### src/rtl/m3_lossless_decoder.sv
// Milestone 3: variable-length bitstream decode, zigzag reorder and dequantization.
// Streams 16-bit signed coefficients back to SRAM one 8x8 block at a time.
module m3_lossless_decoder #(
  parameter logic [17:0] BITSTREAM_BASE = 18'd0,
  parameter logic [17:0] COEFF_BASE     = 18'd76800,
  parameter int unsigned NUM_BLOCKS     = 2400,
  parameter int unsigned READ_LATENCY   = 2
) (
  input  logic        CLOCK_50_I,
  input  logic        Reset,
  input  logic        M3_start,
  input  logic        Q_sel,
  input  logic [15:0] SRAM_read_data,
  output logic [17:0] SRAM_address,
  output logic [15:0] SRAM_write_data,
  output logic        SRAM_we_n,
  output logic        M3_done
);

  localparam logic [1:0] S_IDLE = 2'd0;
  localparam logic [1:0] S_RUN  = 2'd1;
  localparam logic [1:0] S_DONE = 2'd2;

  localparam int unsigned BLK_W = $clog2(NUM_BLOCKS + 1);

  logic [1:0]              state_q, state_d;
  logic                    start_prev_q;
  logic                    q_sel_q, q_sel_d;
  logic [31:0]             bit_buf_q, bit_buf_d;
  logic [5:0]              bit_cnt_q, bit_cnt_d;
  logic [READ_LATENCY:0]   rd_pipe_q, rd_pipe_d;
  logic [17:0]             rd_ptr_q, rd_ptr_d;
  logic [2:0]              row_q, row_d, col_q, col_d;
  logic [3:0]              run_q, run_d;
  logic                    eob_q, eob_d;
  logic [BLK_W-1:0]        blk_q, blk_d;
  logic [17:0]             blk_base_q, blk_base_d;
  logic                    wr_valid_q, wr_valid_d;
  logic [17:0]             wr_addr_q, wr_addr_d;
  logic [15:0]             wr_data_q, wr_data_d;

  logic                    start_edge, arrive, wr_fire, wr_free, emit;
  logic [5:0]              consumed, cnt_left;
  logic [31:0]             buf_left;
  logic [15:0]             coef;
  int unsigned             outs;

  function automatic logic [2:0] deq_shift(input logic qs, input logic [3:0] d);
    if (!qs) begin
      if (d == 4'd0)      return 3'd3;
      else if (d == 4'd1) return 3'd2;
      else if (d <= 4'd3) return 3'd3;
      else if (d <= 4'd5) return 3'd4;
      else if (d <= 4'd7) return 3'd5;
      else                return 3'd6;
    end else begin
      if (d == 4'd0)      return 3'd3;
      else if (d <= 4'd3) return 3'd1;
      else if (d <= 4'd7) return 3'd2;
      else                return 3'd3;
    end
  endfunction

  // A read owns the port in its address cycle; otherwise a pending write goes out.
  assign wr_fire         = (state_q == S_RUN) && wr_valid_q && !rd_pipe_q[0];
  assign SRAM_we_n       = !wr_fire;
  assign SRAM_address    = wr_fire ? wr_addr_q : rd_ptr_q;
  assign SRAM_write_data = wr_data_q;
  assign M3_done         = (state_q == S_DONE);

  always_comb begin
    state_d    = state_q;
    q_sel_d    = q_sel_q;
    bit_buf_d  = bit_buf_q;
    bit_cnt_d  = bit_cnt_q;
    rd_pipe_d  = {rd_pipe_q[READ_LATENCY-1:0], 1'b0};
    rd_ptr_d   = rd_ptr_q;
    row_d      = row_q;
    col_d      = col_q;
    run_d      = run_q;
    eob_d      = eob_q;
    blk_d      = blk_q;
    blk_base_d = blk_base_q;
    wr_valid_d = wr_valid_q;
    wr_addr_d  = wr_addr_q;
    wr_data_d  = wr_data_q;
    emit       = 1'b0;
    coef       = 16'd0;
    consumed   = 6'd0;
    outs       = 0;

    start_edge = M3_start && !start_prev_q;
    arrive     = (state_q == S_RUN) && rd_pipe_q[READ_LATENCY];
    wr_free    = !wr_valid_q || wr_fire;

    if ((state_q == S_RUN) && (blk_q != BLK_W'(NUM_BLOCKS)) && wr_free) begin
      if (eob_q || (run_q != 4'd0)) begin
        emit = 1'b1;
        if (run_q != 4'd0) run_d = run_q - 4'd1;
      end else if (bit_cnt_q >= 6'd2) begin
        case (bit_buf_q[31:30])
          2'b00: if (bit_cnt_q >= 6'd5) begin
            emit     = 1'b1;
            consumed = 6'd5;
            coef     = {{13{bit_buf_q[29]}}, bit_buf_q[29:27]};
          end
          2'b01: if (bit_cnt_q >= 6'd8) begin
            emit     = 1'b1;
            consumed = 6'd8;
            coef     = {{10{bit_buf_q[29]}}, bit_buf_q[29:24]};
          end
          2'b10: if (bit_cnt_q >= 6'd5) begin
            // First zero of the run goes out now; the rest count down.
            emit     = 1'b1;
            consumed = 6'd5;
            run_d    = (bit_buf_q[29:27] == 3'd0) ? 4'd7 : ({1'b0, bit_buf_q[29:27]} - 4'd1);
          end
          default: begin
            emit     = 1'b1;
            consumed = 6'd2;
            eob_d    = 1'b1;
          end
        endcase
      end
    end

    if (emit) begin
      wr_valid_d = 1'b1;
      wr_addr_d  = blk_base_q + {12'd0, row_q, col_q};
      wr_data_d  = coef << deq_shift(q_sel_q, {1'b0, row_q} + {1'b0, col_q});
      if ((row_q == 3'd7) && (col_q == 3'd7)) begin
        row_d      = 3'd0;
        col_d      = 3'd0;
        run_d      = 4'd0;
        eob_d      = 1'b0;
        blk_d      = blk_q + BLK_W'(1);
        blk_base_d = blk_base_q + 18'd64;
      end else if (!(row_q[0] ^ col_q[0])) begin
        if (col_q == 3'd7) row_d = row_q + 3'd1;
        else if (row_q == 3'd0) col_d = col_q + 3'd1;
        else begin
          row_d = row_q - 3'd1;
          col_d = col_q + 3'd1;
        end
      end else begin
        if (row_q == 3'd7) col_d = col_q + 3'd1;
        else if (col_q == 3'd0) row_d = row_q + 3'd1;
        else begin
          row_d = row_q + 3'd1;
          col_d = col_q - 3'd1;
        end
      end
    end else if (wr_fire) begin
      wr_valid_d = 1'b0;
    end

    // Valid bits stay left-aligned; a returning word lands right after them.
    cnt_left = bit_cnt_q - consumed;
    buf_left = bit_buf_q << consumed;
    if (arrive) begin
      bit_buf_d = buf_left | ({SRAM_read_data, 16'h0000} >> cnt_left);
      bit_cnt_d = cnt_left + 6'd16;
    end else begin
      bit_buf_d = buf_left;
      bit_cnt_d = cnt_left;
    end
    if ((state_q == S_RUN) && rd_pipe_q[0]) rd_ptr_d = rd_ptr_q + 18'd1;

    case (state_q)
      S_IDLE: if (start_edge) begin
        state_d    = S_RUN;
        q_sel_d    = Q_sel;
        rd_ptr_d   = BITSTREAM_BASE;
        bit_buf_d  = 32'd0;
        bit_cnt_d  = 6'd0;
        row_d      = 3'd0;
        col_d      = 3'd0;
        run_d      = 4'd0;
        eob_d      = 1'b0;
        blk_d      = '0;
        blk_base_d = COEFF_BASE;
        wr_valid_d = 1'b0;
      end
      S_RUN: if ((blk_q == BLK_W'(NUM_BLOCKS)) && !wr_valid_q) state_d = S_DONE;
      S_DONE: state_d = S_IDLE;
      default: state_d = S_IDLE;
    endcase

    if (state_d != S_RUN) begin
      rd_pipe_d = '0;
    end else begin
      for (int i = 1; i <= int'(READ_LATENCY); i++) outs = outs + 32'(rd_pipe_d[i]);
      if (({26'd0, bit_cnt_d} + (outs << 4)) <= 32'd16) rd_pipe_d[0] = 1'b1;
    end
  end

  always_ff @(posedge CLOCK_50_I) begin
    start_prev_q <= M3_start;
    if (Reset) begin
      state_q    <= S_IDLE;
      q_sel_q    <= 1'b0;
      bit_buf_q  <= 32'd0;
      bit_cnt_q  <= 6'd0;
      rd_pipe_q  <= '0;
      rd_ptr_q   <= 18'd0;
      row_q      <= 3'd0;
      col_q      <= 3'd0;
      run_q      <= 4'd0;
      eob_q      <= 1'b0;
      blk_q      <= '0;
      blk_base_q <= COEFF_BASE;
      wr_valid_q <= 1'b0;
      wr_addr_q  <= 18'd0;
      wr_data_q  <= 16'd0;
    end else begin
      state_q    <= state_d;
      q_sel_q    <= q_sel_d;
      bit_buf_q  <= bit_buf_d;
      bit_cnt_q  <= bit_cnt_d;
      rd_pipe_q  <= rd_pipe_d;
      rd_ptr_q   <= rd_ptr_d;
      row_q      <= row_d;
      col_q      <= col_d;
      run_q      <= run_d;
      eob_q      <= eob_d;
      blk_q      <= blk_d;
      blk_base_q <= blk_base_d;
      wr_valid_q <= wr_valid_d;
      wr_addr_q  <= wr_addr_d;
      wr_data_q  <= wr_data_d;
    end
  end

endmodule

### config.mk
export PLATFORM = sky130hd
export DESIGN_NAME = m3_lossless_decoder
export DESIGN_NICKNAME = d
export VERILOG_FILES = /design/src/rtl/m3_lossless_decoder.sv
export SDC_FILE = /design/constraint.sdc
export NUM_CORES = 1
export LEC_CHECK = 0
export CAP_MARGIN = 20
export CELL_PAD_IN_SITES_DETAIL_PLACEMENT = 0
export CELL_PAD_IN_SITES_GLOBAL_PLACEMENT = 1
export CORE_UTILIZATION = 45
export CTS_BUF_LIST = sky130_fd_sc_hd__clkbuf_4 sky130_fd_sc_hd__clkbuf_8 sky130_fd_sc_hd__clkbuf_16
export DETAILED_ROUTE_END_ITERATION = 7
export PLACE_DENSITY = 0.8
export SLEW_MARGIN = 10
export SYNTH_ARGS = -nofsm -noshare
export SYNTH_HDL_FRONTEND = slang
export SYNTH_SLANG_ARGS = --single-unit
export TNS_END_PERCENT = 5
### constraint.sdc
create_clock -name CLOCK_50_I -period 5.6 [get_ports CLOCK_50_I]
set_input_delay 0.84 -clock CLOCK_50_I [delete_from_list [all_inputs] [get_ports CLOCK_50_I]]
set_output_delay 0.84 -clock CLOCK_50_I [all_outputs]
set_load 0.005 [all_outputs]
Yosys cells after proc, flatten, opt, wreduce, memory -nomap -nowiden:

Index checks and enable logic that the tools add are counted.

* bits in registers: 139
* input port bits: 20
* output and inout port bits: 36
* word-level logic and storage cells: 168

* add/subtract/negate cells: 15
* $lt $le $gt $ge: 7
* equality and inequality tests: 10
* shift operators: 3
* muxes and demuxes: 89
* bitwise logic cells: 2
* reductions and logical operators: 26

Operator list (number)
* $mux 18: 8
* $mux 32: 3
* $mux 16: 5
* $mux 3: 22
* $mux 4: 15
* $mux 12: 4
* $or 32x32->32: 1
* $pmux 16 s2: 1
* $shl 32x6->32: 1
* $shr 32x6->32: 1
* $mux 1: 19
* $add 18x1->18 const B: 1
* $add 18x6->18: 1
* $add 18x7->18 const B: 1
* $mux 6: 3
* $shl 16x3->16: 1
* $add 12x1->12 const B: 1
* $eq 12x12->1 const B: 1
* $mux 2: 6
* $ne 12x12->1 const B: 1
* $logic_and 1x1->1: 9
* $logic_not 3->1: 3
* $le 4x3->1 const B: 2
* $pmux 4 s2: 1
* 30 further kinds: 41

Logic depth before layout (Yosys ltp):

* word-level depth: 14
* gate-level depth with buffers: 22

Worst setup path after synthesis:

Ideal clock, no wire load.

* path type: register to register
* from: register blk_q[0]
* to: register rd_pipe_q[0]
* library setup time: 0.074 ns
* data arrival time: 4.097 ns
* required time: 5.526 ns
* path slack: 1.429 ns
* cell stages (with the launch flop): 23
* clock period less this slack: 4.171 ns
* cells stage by stage: dfxtp_1 > inv_1 > ha_1 > nor4bb_1 > and3_1 > buf_6 > nor4_2 > inv_2 > buf_6 > buf_2 > ha_1 > nor2b_1 > o21ai_0 > nand2b_1 > xor2_1 > clkbuf_1 > xnor2_1 > nor2_1 > ha_1 > fa_1 > nor2_1 > nand2_1 > a31oi_1

* word-level cells in the longest chain between the ends: 12
* elaborated cells between the ends (all ways): 18
* those cells by class: add/sub (3); order compare (1); eq/ne (3); mux (7); reduce/logical (4)

Ends and longest elaborated chain
* start: declaration: RTL line 36 `logic [BLK_W-1:0] blk_q, blk_d;`
* start signal: assignment: RTL line 226 `blk_q <= blk_d;`
* $ne 12x12->1 (*): RTL line 96 `if ((state_q == S_RUN) && (blk_q != BLK_W'(NUM_BLOCKS)) && wr_free) begin`
* $logic_and 1x1->1 (*) (2 in a row): RTL line 96
* $mux 4 (*): RTL line 96
* $sub 6x6->6 (*): RTL line 158 `cnt_left = bit_cnt_q - consumed;`
* $add 6x5->6: RTL line 162 `bit_cnt_d = cnt_left + 6'd16;`
* $mux 6 (*): RTL line 160 `if (arrive) begin`
* $mux 6: RTL line 170 `S_IDLE: if (start_edge) begin`
* $mux 6 (*): RTL line 169 `case (state_q)`
* via bit_cnt_d[4]: RTL line 30 `logic [5:0] bit_cnt_q, bit_cnt_d;`
* $add 6x6->7 (*): RTL line 193 `if (({26'd0, bit_cnt_d} + (outs << 4)) <= 32'd16) rd_pipe_d[0] = 1'b1;`
* $le 7x5->1 (*): RTL line 193
* $mux 1 (*): RTL line 193
* end signal: assignment: RTL line 220 `rd_pipe_q <= rd_pipe_d;`
* end: declaration: RTL line 31 `logic [READ_LATENCY:0] rd_pipe_q, rd_pipe_d;`

The timed path passes the listed nets; every way through them passes the cells marked *.
A chain may end at the register's enable or synchronous reset.

Worst setup path in the final report:

* from: register blk_q[0]
* to: register bit_buf_q[17]

* word-level cells in the longest chain between the ends: 10
* elaborated cells between the ends (all ways): 11
* those cells by class: add/sub (1); eq/ne (1); shift (2); mux (4); bitwise (1); reduce/logical (2)

Ends and longest elaborated chain
* $ne 12x12->1 (*): RTL line 96
* $logic_and 1x1->1 (*) (2 in a row): RTL line 96
* $mux 4 (*): RTL line 96
* $sub 6x6->6: RTL line 158
* $shr 32x6->32: RTL line 161 `bit_buf_d = buf_left | ({SRAM_read_data, 16'h0000} >> cnt_left);`
* $or 32x32->32: RTL line 161
* $mux 32 (*): RTL line 160
* $mux 32: RTL line 170
* $mux 32 (*): RTL line 169
* end signal: assignment: RTL line 218 `bit_buf_q <= bit_buf_d;`
* end: declaration: RTL line 29 `logic [31:0] bit_buf_q, bit_buf_d;`

Mark *: on every way between the ends. The rest lies on a longest branch, timed or not.

==> flow_summary.toml <==
[power_and_ir_drop]
leakage_nw = 3.52
power_density_nw_per_um2 = 230
vdd_ir_drop_max_uv = 180

[setup_path]
critPathLaunchType = "register"
required_ns = 5.91
endpoint = "bit_buf_q[17]"
worstReg2RegStart = "blk_q[0]"
crit_buf_inv = 2
cp_data_arrival_time_ns = 4.97
r2r-end = "bit_buf_q[17]"
worstRegToRegCells = 14
cp-end-kind = "register"
path_cells = "inv_1 -> ha_1 -> nor4bb_1 -> and3_1 -> nor4_2 -> buf_4 -> ha_1 -> fa_1 -> mux2_2 -> nand2_1 -> o21ai_0 -> mux2i_1 -> mux2i_1 -> a221o_1"
reg2reg_setup_slack_ns = 0.94
crit_fanout = 12
startpoint = "blk_q[0]"
cp_top_family = "adder cells"
cp_slowest_stage_delay_ns = 0.81
cp.depth = 14
path_class = "reg -> reg"
cp_slowest_cell = "fa_1"

[place]
placedCellCount = 1227
place.gp.congestion = 0.905
portBuffers = 55
dpl.hpwl_um = 15700
placed_cell_area_um2 = 8770
pre_cts_ws_ns = 1.02

[grt]
met1_usage_pct = 32.8
use_met2_pct = 37.3
grt_pass1_wl_um = 34900
globalRouteOverflowTotal = 0
antenna_found_initial = 0
gr-max-usage-layer = "met2"
grtUsageTotal_pct = 23.8
grt_util_met3_pct = 3.95
grt_max_degree = 56
grt_pass1_vias = 6743

[sta]
min_period_over_period_pct = 83.2
hold_viol_final = 0
period_minus_slack_ns = 4.66
clock.fmax_ghz = 0.215
setup_slack_ns = 0.944
setup-violations-final = 0
clock_skew_ns = 0.0104
tightest_slew_ns = 1.04
finalSetupTns_ns = 0
rsz0062_at_grt = "no"
maxSlewHeadroom_pct = 30.4
slew_viol_final = 0
timing.hold.ws_ns = 0.452

[clocking]
clk_pin_slew_ns = 0.06
cts_buffers = 17
clock_latency_ns = 0.43
cts.htree.levels = 4
cts_max_path_buffers = 2
ctsResizeCount = 0
cts_num_sinks = 130
cts_tree = "built"
postCtsHoldBufs = 0
post_cts_buffers = 0
cts_root_buffer = "clkbuf_16"

[route]
drcViolationCount = 0
vias_per_cell = 5.81
vias = 7318
firstDrtPassIters = 4
drt-initial-drc-count = 565
wl_per_cell_um = 17.0
drt_wl_total_um = 21400
antenna_left = 0

[logic_synthesis]
synth_area_um2 = 8110
synth.distinct_cells = 85
synthCells = 991
syn_avg_cell_area_um2 = 8.18
yosys_warnings = 0
yosysTopAreaCell = "dfxtp_1"
synthFlopType = "dfxtp_1"
ys_async_sr_fraction_pct = 0
synth.top_cell.area_share_pct = 32.1
synth-edff-count = 0
synth_fp_nets = 1040
synthTopCellsByArea = "dfxtp_1 32%, nand2_1 7.1%, nor2_1 4.6%"
yosysSeqAreaShare_pct = 32.1
ys_seq_elements = 130

[cells_and_area]
antenna-diode-count = 0
final_cell_mix = "153 x nand2_1, 130 x dfxtp_1, 100 x nor2_1"
finalNonFillerCells = 1259
final_common_cell = "nand2_1"
area_growth_pct = 15.6
fin_nets = 1070
fin_area_um2 = 9370
nFillCells = 1691
drive_gt1_share_pct = 10.3

[min_path]
hold_depth = 2
min_path_type = "reg -> reg"
min-delay-start = "wr_addr_q[3]"

[die]
die_h_um = 136
io-pin-count = 56
start_util_pct = 46.5
core-area_um2 = 17400
die_w_um = 136
rows = 48
die-area_um2 = 18600

[job]
maxCapViolations = 0

[outcome]
status = "completed"
[where the power goes]
part	switching, mW	internal [mW]	total, mW
combinational	0.0520	0.0320	0.0840
sequential	0.00263	0.927	0.929
clock	0.467	0.675	1.14
total	0.522	1.63	2.16
[area by class of cell]
cell class | count | area (µm²) | share of cell area [%]
Clock buffer | 18 | 433 | 4.62
Timing Repair Buffer | 71 | 671 | 7.16
Sequential cell | 130 | 2600 | 27.8
Clock inverter | 14 | 166 | 1.78
Inverter | 28 | 105 | 1.12
Multi-Input combinational cell | 773 | 5110 | 54.5
Tap cell | 225 | 282 | 3.01
[layer usage]
layer	vias up	share of wire (%)	wire length [µm]
li1	3641	-	-
met2	220	45	9710
met1	3423	48	10200
met3	34	5.0	1070
met5	-	0	0
met4	0	1.9	405
[worst min path at each step]
| stage | endpoint |
|---|---|
| final | wr_addr_q[3] |
| after global routing | wr_addr_q[15] |
| after CTS | wr_addr_q[3] |
| after detailed placement | wr_addr_q[3] |
| after global placement | wr_addr_q[0] |
| after floorplan | wr_addr_q[0] |
[cells by family (layout without fill, tap and decap cells)]
family,Yosys count,after routing,share of synthesized area [%]
simple gates,415,415,25.3
compound gates,220,220,18.0
flops,130,130,32.1
buf+inv,88,131,5.00
mux,66,66,10.2
xor+xnor,43,43,4.65
fa+ha+maj,29,29,4.75
[worst reg2reg max path: cells and delay by family, from the launching register on]
family / cells / cell delay (ns)
simple gates: 4 / 1.00
buf+inv: 2 / 0.29
mux: 3 / 1.17
fa+ha+maj: 3 / 1.16
compound gates: 2 / 0.56
flops: 1 / 0.36
[flip-flops by register name (all words and copies together) (netlist names), 3 cells and up]
name	flops
rd_pipe_q	3
blk_q	12
row_q	3
run_q	4
col_q	3
blk_base_q	12
bit_buf_q	32
rd_ptr_q	18
SRAM_write_data	13
wr_addr_q	18
bit_cnt_q	6
[per-stage QoR]
stage                     util (%)  power, mW
after global placement        50.3       1.03
after CTS                     53.8       2.17
after detailed placement      50.3       1.03
final                         53.8       2.16
after global routing          53.8       2.21
after floorplan                  -      0.997
[cells in the mapped netlist, types with 18 or more instances]
| cell type | count |
|---|---|
| a21oi_1 | 65 |
| and3_1 | 20 |
| buf_2 | 18 |
| clkbuf_1 | 29 |
| dfxtp_1 | 130 |
| ha_1 | 26 |
| inv_1 | 25 |
| mux2_2 | 22 |
| mux2i_1 | 33 |
| nand2_1 | 153 |
| nand3_1 | 33 |
| nor2_1 | 100 |
| nor3_1 | 21 |
| o21ai_0 | 34 |
| xor2_1 | 29 |
No activity file was read; power rests on OpenSTA's default activity.
